<file path="src/rtl/meikyuu_pkg.sv">
// Shared types and constants for the maze game: exit directions, game-flow
// states, VGA frame geometry and the default room-grid size.
package meikyuu_pkg;

  typedef enum logic [1:0] {
    DIR_UP    = 2'd0,
    DIR_RIGHT = 2'd1,
    DIR_DOWN  = 2'd2,
    DIR_LEFT  = 2'd3
  } dir_e;

  typedef enum logic [1:0] {
    ST_IDLE  = 2'd0,
    ST_PLAY  = 2'd1,
    ST_TRANS = 2'd2,
    ST_WIN   = 2'd3
  } state_e;

  localparam int H_TOTAL   = 800;
  localparam int V_TOTAL   = 525;
  localparam int MAP_W_DEF = 8;
  localparam int MAP_H_DEF = 8;

  localparam logic [9:0] SEC_MAX   = 10'd999;
  localparam logic [7:0] ROOMS_MAX = 8'd255;

  // The player re-enters a new room through the side facing the one it left.
  function automatic logic [1:0] opposite_dir(input logic [1:0] dir);
    return dir + 2'd2;
  endfunction

endpackage

</file>
<file path="src/rtl/game_controller_if.sv">
// Room-exit handshake between the player block (master) and the game
// controller (slave), including the respawn notification back to the player.
interface game_controller_if;
  logic       exit_valid;
  logic [1:0] exit_dir;
  logic       exit_ack;
  logic       exit_ok;
  logic       respawn;
  logic [1:0] respawn_side;

  modport master (
    output exit_valid, exit_dir,
    input  exit_ack, exit_ok, respawn, respawn_side
  );

  modport slave (
    input  exit_valid, exit_dir,
    output exit_ack, exit_ok, respawn, respawn_side
  );
endinterface

</file>
<file path="src/rtl/game_controller_frame_timer.sv">
// Frame tick from the VGA counters plus an elapsed-seconds counter that only
// advances while the game flow enables it.
module frame_timer
  import meikyuu_pkg::*;
#(
  parameter int FRAMES_PER_SEC = 60
) (
  input  logic       clk_i,
  input  logic       rst_i,
  input  logic [9:0] h_cnt_i,
  input  logic [9:0] v_cnt_i,
  input  logic       run_i,
  output logic       frame_tick_o,
  output logic [9:0] seconds_o
);

  localparam int FW = (FRAMES_PER_SEC > 1) ? $clog2(FRAMES_PER_SEC) : 1;
  localparam logic [FW-1:0] FRAME_LAST = FW'(FRAMES_PER_SEC - 1);

  logic          tick_q;
  logic [FW-1:0] frame_cnt_q, frame_cnt_d;
  logic [9:0]    seconds_q, seconds_d;

  always_comb begin
    frame_cnt_d = frame_cnt_q;
    seconds_d   = seconds_q;
    if (tick_q && run_i) begin
      if (frame_cnt_q == FRAME_LAST) begin
        frame_cnt_d = '0;
        if (seconds_q != SEC_MAX) seconds_d = seconds_q + 10'd1;
      end else begin
        frame_cnt_d = frame_cnt_q + FW'(1);
      end
    end
  end

  always_ff @(posedge clk_i) begin
    if (rst_i) begin
      tick_q      <= 1'b0;
      frame_cnt_q <= '0;
      seconds_q   <= '0;
    end else begin
      tick_q      <= (h_cnt_i == 10'd0) && (v_cnt_i == 10'd0);
      frame_cnt_q <= frame_cnt_d;
      seconds_q   <= seconds_d;
    end
  end

  assign frame_tick_o = tick_q;
  assign seconds_o    = seconds_q;

endmodule

</file>
<file path="src/rtl/game_controller.sv">
// Maze game-flow sequencer: owns the current room, arbitrates room exits
// against the grid edges and sequences title / play / transition / win.
module game_controller
  import meikyuu_pkg::*;
#(
  parameter int MAP_W          = MAP_W_DEF,
  parameter int MAP_H          = MAP_H_DEF,
  parameter int START_X        = 0,
  parameter int START_Y        = 0,
  parameter int TRANS_FRAMES   = 4,
  parameter int FRAMES_PER_SEC = 60
) (
  input  logic              CLOCK_25,
  input  logic              reset,
  input  logic [9:0]        h_counter,
  input  logic [9:0]        v_counter,
  input  logic              btn_start,
  input  logic              house_hit,
  game_controller_if.slave  exit_bus,
  output logic [2:0]        mapa_x_pos,
  output logic [2:0]        mapa_y_pos,
  output logic              player_enable,
  output logic              end_game,
  output logic              frame_tick,
  output logic [9:0]        seconds,
  output logic [7:0]        rooms_entered
);

  localparam logic signed [4:0] MAP_W_S    = 5'(MAP_W);
  localparam logic signed [4:0] MAP_H_S    = 5'(MAP_H);
  localparam logic [3:0]        TRANS_LAST = 4'(TRANS_FRAMES - 1);

  state_e      state_q;
  logic [2:0]  x_q, y_q;
  logic        armed_q;
  logic [3:0]  trans_cnt_q;
  logic        exit_ack_q, exit_ok_q, respawn_q;
  logic [1:0]  respawn_side_q;
  logic        player_enable_q, end_game_q;
  logic [7:0]  rooms_q;

  logic signed [4:0] tgt_x, tgt_y;
  logic              in_grid;

  frame_timer #(
    .FRAMES_PER_SEC(FRAMES_PER_SEC)
  ) u_frame_timer (
    .clk_i        (CLOCK_25),
    .rst_i        (reset),
    .h_cnt_i      (h_counter),
    .v_cnt_i      (v_counter),
    .run_i        ((state_q == ST_PLAY) || (state_q == ST_TRANS)),
    .frame_tick_o (frame_tick),
    .seconds_o    (seconds)
  );

  // Signed target lets a step off row/column 0 show up as -1.
  always_comb begin
    tgt_x = $signed({2'b00, x_q});
    tgt_y = $signed({2'b00, y_q});
    case (exit_bus.exit_dir)
      DIR_UP:    tgt_y = tgt_y - 5'sd1;
      DIR_RIGHT: tgt_x = tgt_x + 5'sd1;
      DIR_DOWN:  tgt_y = tgt_y + 5'sd1;
      DIR_LEFT:  tgt_x = tgt_x - 5'sd1;
    endcase
    in_grid = (tgt_x >= 5'sd0) && (tgt_x < MAP_W_S) &&
              (tgt_y >= 5'sd0) && (tgt_y < MAP_H_S);
  end

  always_ff @(posedge CLOCK_25) begin
    if (reset) begin
      state_q         <= ST_IDLE;
      x_q             <= 3'(START_X);
      y_q             <= 3'(START_Y);
      armed_q         <= 1'b1;
      trans_cnt_q     <= '0;
      exit_ack_q      <= 1'b0;
      exit_ok_q       <= 1'b0;
      respawn_q       <= 1'b0;
      respawn_side_q  <= '0;
      player_enable_q <= 1'b0;
      end_game_q      <= 1'b0;
      rooms_q         <= '0;
    end else begin
      exit_ack_q <= 1'b0;
      respawn_q  <= 1'b0;
      // A held request is answered once; it must drop before the next one counts.
      if (!exit_bus.exit_valid) armed_q <= 1'b1;
      unique case (state_q)
        ST_IDLE: begin
          if (btn_start) begin
            state_q         <= ST_PLAY;
            player_enable_q <= 1'b1;
          end
        end
        ST_PLAY: begin
          if (house_hit) begin
            state_q         <= ST_WIN;
            player_enable_q <= 1'b0;
            end_game_q      <= 1'b1;
          end else if (exit_bus.exit_valid && armed_q) begin
            armed_q    <= 1'b0;
            exit_ack_q <= 1'b1;
            exit_ok_q  <= in_grid;
            if (in_grid) begin
              x_q             <= tgt_x[2:0];
              y_q             <= tgt_y[2:0];
              respawn_q       <= 1'b1;
              respawn_side_q  <= opposite_dir(exit_bus.exit_dir);
              if (rooms_q != ROOMS_MAX) rooms_q <= rooms_q + 8'd1;
              trans_cnt_q     <= '0;
              state_q         <= ST_TRANS;
              player_enable_q <= 1'b0;
            end
          end
        end
        ST_TRANS: begin
          if (frame_tick) begin
            if (trans_cnt_q == TRANS_LAST) begin
              trans_cnt_q     <= '0;
              state_q         <= ST_PLAY;
              player_enable_q <= 1'b1;
            end else begin
              trans_cnt_q <= trans_cnt_q + 4'd1;
            end
          end
        end
        ST_WIN: ;
        default: state_q <= ST_IDLE;
      endcase
    end
  end

  assign exit_bus.exit_ack     = exit_ack_q;
  assign exit_bus.exit_ok      = exit_ok_q;
  assign exit_bus.respawn      = respawn_q;
  assign exit_bus.respawn_side = respawn_side_q;
  assign mapa_x_pos            = x_q;
  assign mapa_y_pos            = y_q;
  assign player_enable         = player_enable_q;
  assign end_game              = end_game_q;
  assign rooms_entered         = rooms_q;

endmodule

</file>
<file path="src/flat_wrapper.sv">
// flat-port wrapper written by rule: the top's interface ports become plain ports
module game_controller_flat import meikyuu_pkg::*;
#(
  parameter int MAP_W          = MAP_W_DEF,
  parameter int MAP_H          = MAP_H_DEF,
  parameter int START_X        = 0,
  parameter int START_Y        = 0,
  parameter int TRANS_FRAMES   = 4,
  parameter int FRAMES_PER_SEC = 60
)
  (CLOCK_25, reset, h_counter, v_counter, btn_start, house_hit, mapa_x_pos, mapa_y_pos, player_enable, end_game, frame_tick, seconds, rooms_entered, exit_bus_exit_valid, exit_bus_exit_dir, exit_bus_exit_ack, exit_bus_exit_ok, exit_bus_respawn, exit_bus_respawn_side);
  game_controller_if exit_bus_i ();
  input  logic CLOCK_25;
  input  logic reset;
  input  logic [9:0] h_counter;
  input  logic [9:0] v_counter;
  input  logic btn_start;
  input  logic house_hit;
  output logic [2:0] mapa_x_pos;
  output logic [2:0] mapa_y_pos;
  output logic player_enable;
  output logic end_game;
  output logic frame_tick;
  output logic [9:0] seconds;
  output logic [7:0] rooms_entered;
  input wire logic [$bits(exit_bus_i.exit_valid)-1:0] exit_bus_exit_valid;
  input wire logic [$bits(exit_bus_i.exit_dir)-1:0] exit_bus_exit_dir;
  output wire logic [$bits(exit_bus_i.exit_ack)-1:0] exit_bus_exit_ack;
  output wire logic [$bits(exit_bus_i.exit_ok)-1:0] exit_bus_exit_ok;
  output wire logic [$bits(exit_bus_i.respawn)-1:0] exit_bus_respawn;
  output wire logic [$bits(exit_bus_i.respawn_side)-1:0] exit_bus_respawn_side;
  assign exit_bus_i.exit_valid = exit_bus_exit_valid;
  assign exit_bus_i.exit_dir = exit_bus_exit_dir;
  assign exit_bus_exit_ack = exit_bus_i.exit_ack;
  assign exit_bus_exit_ok = exit_bus_i.exit_ok;
  assign exit_bus_respawn = exit_bus_i.respawn;
  assign exit_bus_respawn_side = exit_bus_i.respawn_side;
  game_controller #(.MAP_W(MAP_W), .MAP_H(MAP_H), .START_X(START_X), .START_Y(START_Y), .TRANS_FRAMES(TRANS_FRAMES), .FRAMES_PER_SEC(FRAMES_PER_SEC)) u_core (.CLOCK_25(CLOCK_25), .reset(reset), .h_counter(h_counter), .v_counter(v_counter), .btn_start(btn_start), .house_hit(house_hit), .exit_bus(exit_bus_i), .mapa_x_pos(mapa_x_pos), .mapa_y_pos(mapa_y_pos), .player_enable(player_enable), .end_game(end_game), .frame_tick(frame_tick), .seconds(seconds), .rooms_entered(rooms_entered));
endmodule
</file>
<file path="config.mk">
export PLATFORM = sky130hd
export DESIGN_NAME = game_controller_flat
export DESIGN_NICKNAME = d
export VERILOG_FILES = /design/src/rtl/meikyuu_pkg.sv /design/src/rtl/game_controller_if.sv /design/src/rtl/game_controller_frame_timer.sv /design/src/rtl/game_controller.sv /design/src/flat_wrapper.sv
export SDC_FILE = /design/constraint.sdc
export NUM_CORES = 1
export LEC_CHECK = 0
export CORE_MARGIN = 10
export CORE_UTILIZATION = 45
export CTS_CLUSTER_DIAMETER = 150
export DETAILED_ROUTE_END_ITERATION = 10
export PLACE_DENSITY = 0.74
export SYNTH_ARGS = -nofsm -noshare
export SYNTH_HDL_FRONTEND = slang
export SYNTH_SLANG_ARGS = --single-unit
export TNS_END_PERCENT = 10
</file>
<file path="constraint.sdc">
create_clock -name CLOCK_25 -period 2 [get_ports CLOCK_25]
set_input_delay 0.5 -clock CLOCK_25 [delete_from_list [all_inputs] [get_ports CLOCK_25]]
set_output_delay 0.5 -clock CLOCK_25 [all_outputs]
set_load 0.05 [all_outputs]
</file>
==> metrics.csv <==
metric;value;unit
clkLatencyLatePin;0.30;ns
worstHoldPathCells;2;
cp-start-kind;flop;
yosys.area_share.simple;27.9;%
finalMaxSlewViolations;0;
r2r_cells;6;
tightest_slew;0.496;ns
fin_nets;402;
drcViolationCount;0;
cp-startpoint;u_core.exit_bus.exit_ack;
cts_tree;done;
yosys-top-cells-count;dfxtp_1, nand2_1, a21oi_1;
setup.worst_path.end_class;output port;
p_sw_share;27.9;%
fill_cells;452;
avgViaCountPerCell;5.54;
synth_top_family_by_area;simple AND/OR/NAND/NOR gates;
outcome;complete, no violations;
syn_nets;311;
path_class;reg -> out;
cp.buffers_inverters;1;
synth_mux_area_share;3.87;%
fin_util;66.6;%
coreArea;0.00520;mm2
cap_violations;0;
die_x;93.9;um
leakagePower;1.35;nW
synth_compound_area_share;16.3;%
synthAdderAreaFrac;6.12;%
p_per_area;684;mW/mm2
dr.pass1.iters;4;
worstHoldEndpoint;u_core.exit_bus.exit_ok;
min_period;1.91;ns
cp_max_fo;1;
fin_skew;0.00887;ns
ys_types;55;
antenna_found_initial;0;
use_met3;3.52;%
slew-limit-headroom;66.8;%
wirelength;6.59;mm
synthXorXnorAreaFrac;4.28;%
timing.rr.start;u_core.state_q[1];
layout-drive-gt1-share;27.7;%
hold_buffers;0;
stdcell_count;434;
min_period_over_period;95.7;%
grt_use_met2;25.9;%
synth.most_common_cell;dfxtp_1;
areaGrowthSynthToFinish;41.2;%
synthTopCellsByArea;dfxtp_1, ha_1, a21oi_1, nand2_1, nor4_1;
postRouteAntennaNets;0;
critical_path_required;1.50;ns
ir_drop;657;uV
drtIter0Drc;125;
grt_pass1_vias;2379;
rsz0062_at_grt;true;
clock.fmax;523;MHz
top_usage_layer;met2;
met1_usage;16.4;%
ys_ff_latch;45;
arrival;1.41;ns
synth_edf_count;0;
p_int;1.71;mW
h-tree-depth;2;
yosys.area.top_type;dfxtp_1;
hpwl;4.87;mm
reg2reg_setup_slack;0.10;ns
combPwrFrac;25.4;%
initial_core_util;47.2;%
worstPathCellList;clkdlybuf4s50_1;
gp_congestion;0.793;
final-setup-viol-count;0;
critPathTopFamily;buffers and inverters;
vias;2406;
synth_cells;272;
cts.sinks;45;
synthFlopType;dfxtp_1;
async_flop_share;0;%
hold_path_class;reg -> reg;
dieArea;0.00881;mm2
path_clk_slew;0.09;ns
p_seq_share;40.5;%
insertedDiodeCount;0;
wl_per_cell;15.2;um
cts_buffers;5;
pwr-share-clk;34.1;%
final-hold-violation-count;0;
r2r_end;u_core.u_frame_timer.seconds_o[7];
final_cell_area;0.00347;mm2
p_total;2.37;mW
synth_area_per_cell;9.03;um2
synth_warnings;0;
syn-cell-area;0.00245;mm2
io_buffers;58;
netlist.area_leader.share;36.7;%
cts_buffer_depth;2;
grt_max_degree;19;
io_pins;59;
grt_pass1_wl;10.7;mm
cts_root_buf;clkbuf_8;
place_inst;422;
grt_use_total;14.4;%
critical-path-max-stage-delay;0.79;ns
hp-start;u_core.exit_bus.exit_ok;
overflow;0;
die_y;93.9;um
place_area;0.00322;mm2
rows;26;
critPathSlowestCell;clkdlybuf4s50_1;
switchingPower;0.661;mW
ys_seq_area_share;36.7;%
routing by layer:
layer,part of all wire (%),up-vias,routed length (um)
li1,-,1208,-
met4,1.2,0,79
met1,43,1134,2810
met5,0,-,0
met3,4.8,8,315
met2,51,56,3390
what timing repair did:
action                     in CTS  in global routing
resized for setup               1                 15
setup buffers                   1                  2
setup endpoints to repair      15                 23
pin swaps                       1                  6
gates cloned                    0                  1
per-stage QoR:
step           worst slack (ns)  hold slack (ns)  TNS, ns
2_1_floorplan           -0.0193            0.447  -0.0733
3_3_place_gp             -0.420            0.451    -6.93
3_5_place_dp             -0.422            0.455    -7.14
4_1_cts                  -0.105            0.468   -0.870
5_1_grt                 -0.0122            0.485  -0.0227
6_report                 0.0869            0.466        0
kinds of logic (layout without fill, tap and decap cells):
family | Yosys count | in the layout
AO/OA/AOI/OAI | 54 | 55
XOR/XNOR | 12 | 12
adder cells (fa/ha/maj) | 12 | 12
buffers and inverters | 22 | 113
flip-flops | 45 | 45
multiplexers | 9 | 9
AND/OR/NAND/NOR | 118 | 118
worst max-delay path by stage:
stage	to	slack (ns)	cells after the start
2_1_floorplan	u_core.rooms_entered[4]	-0.02	5
3_3_place_gp	u_core.rooms_entered[7]	-0.42	5
3_5_place_dp	u_core.rooms_entered[4]	-0.42	5
4_1_cts	u_core.state_q[1]	-0.11	7
6_report	exit_bus_exit_ack	0.09	1
5_1_grt	u_core.u_frame_timer.seconds_o[3]	-0.01	6
state kept, by name (all words and copies together) (netlist names), named ones only:
register	cells
u_core.mapa_y_pos	2
u_core.u_frame_timer.frame_tick_o	1
u_core.u_frame_timer.seconds_o	10
u_core.exit_bus.exit_ok	1
u_core.player_enable	1
u_core.trans_cnt_q	4
u_core.exit_bus.respawn	1
u_core.armed_q	1
u_core.state_q	2
u_core.exit_bus.exit_ack	1
u_core.end_game	1
u_core.exit_bus.respawn_side	2
u_core.mapa_x_pos	1
u_core.u_frame_timer.frame_cnt_q	6
u_core.rooms_entered	8
power groups by stage:
stage | logic [mW] | registers, mW | clock network (mW)
global placement | 0.556 | 0.977 | 0
finish | 0.601 | 0.960 | 0.808
detailed placement | 0.564 | 0.979 | 0
global route | 0.656 | 0.965 | 0.853
CTS | 0.576 | 0.958 | 0.816
floorplan | 0.288 | 1.05 | 0
final cells by class:
cell class                 instances  area [um2]  share of cell area, %
clock inverter                     3        65.1                   1.88
multi-input combinational        206        1510                   43.5
timing repair buffer              95         796                   23.0
clock buffer                       5        68.8                   1.99
sequential                        45         905                   26.1
tap                               70        87.6                   2.53
inverter                          10        37.5                   1.08
placed cells by master, fill, tap and decap left out, types with 3 or more instances in the layout:
| master | instances |
|---|---|
| a21oi_1 | 16 |
| a31oi_1 | 5 |
| and3_1 | 4 |
| buf_4 | 65 |
| clkbuf_8 | 5 |
| clkdlybuf4s50_1 | 26 |
| dfxtp_1 | 42 |
| dfxtp_2 | 3 |
| ha_1 | 12 |
| inv_1 | 9 |
| mux2i_1 | 5 |
| nand2_1 | 20 |
| nand2b_1 | 4 |
| nand3_1 | 8 |
| nand4_1 | 8 |
| nand4b_1 | 3 |
| nor2_1 | 15 |
| nor2b_1 | 6 |
| nor3_1 | 11 |
| nor4_1 | 9 |
| o21ai_0 | 6 |
| o31ai_1 | 9 |
| o41ai_1 | 3 |
| or3_1 | 4 |
| or4_1 | 6 |
| or4_4 | 3 |
| xnor2_1 | 7 |
| xor2_1 | 5 |
(Power assumes the default switching activity.)
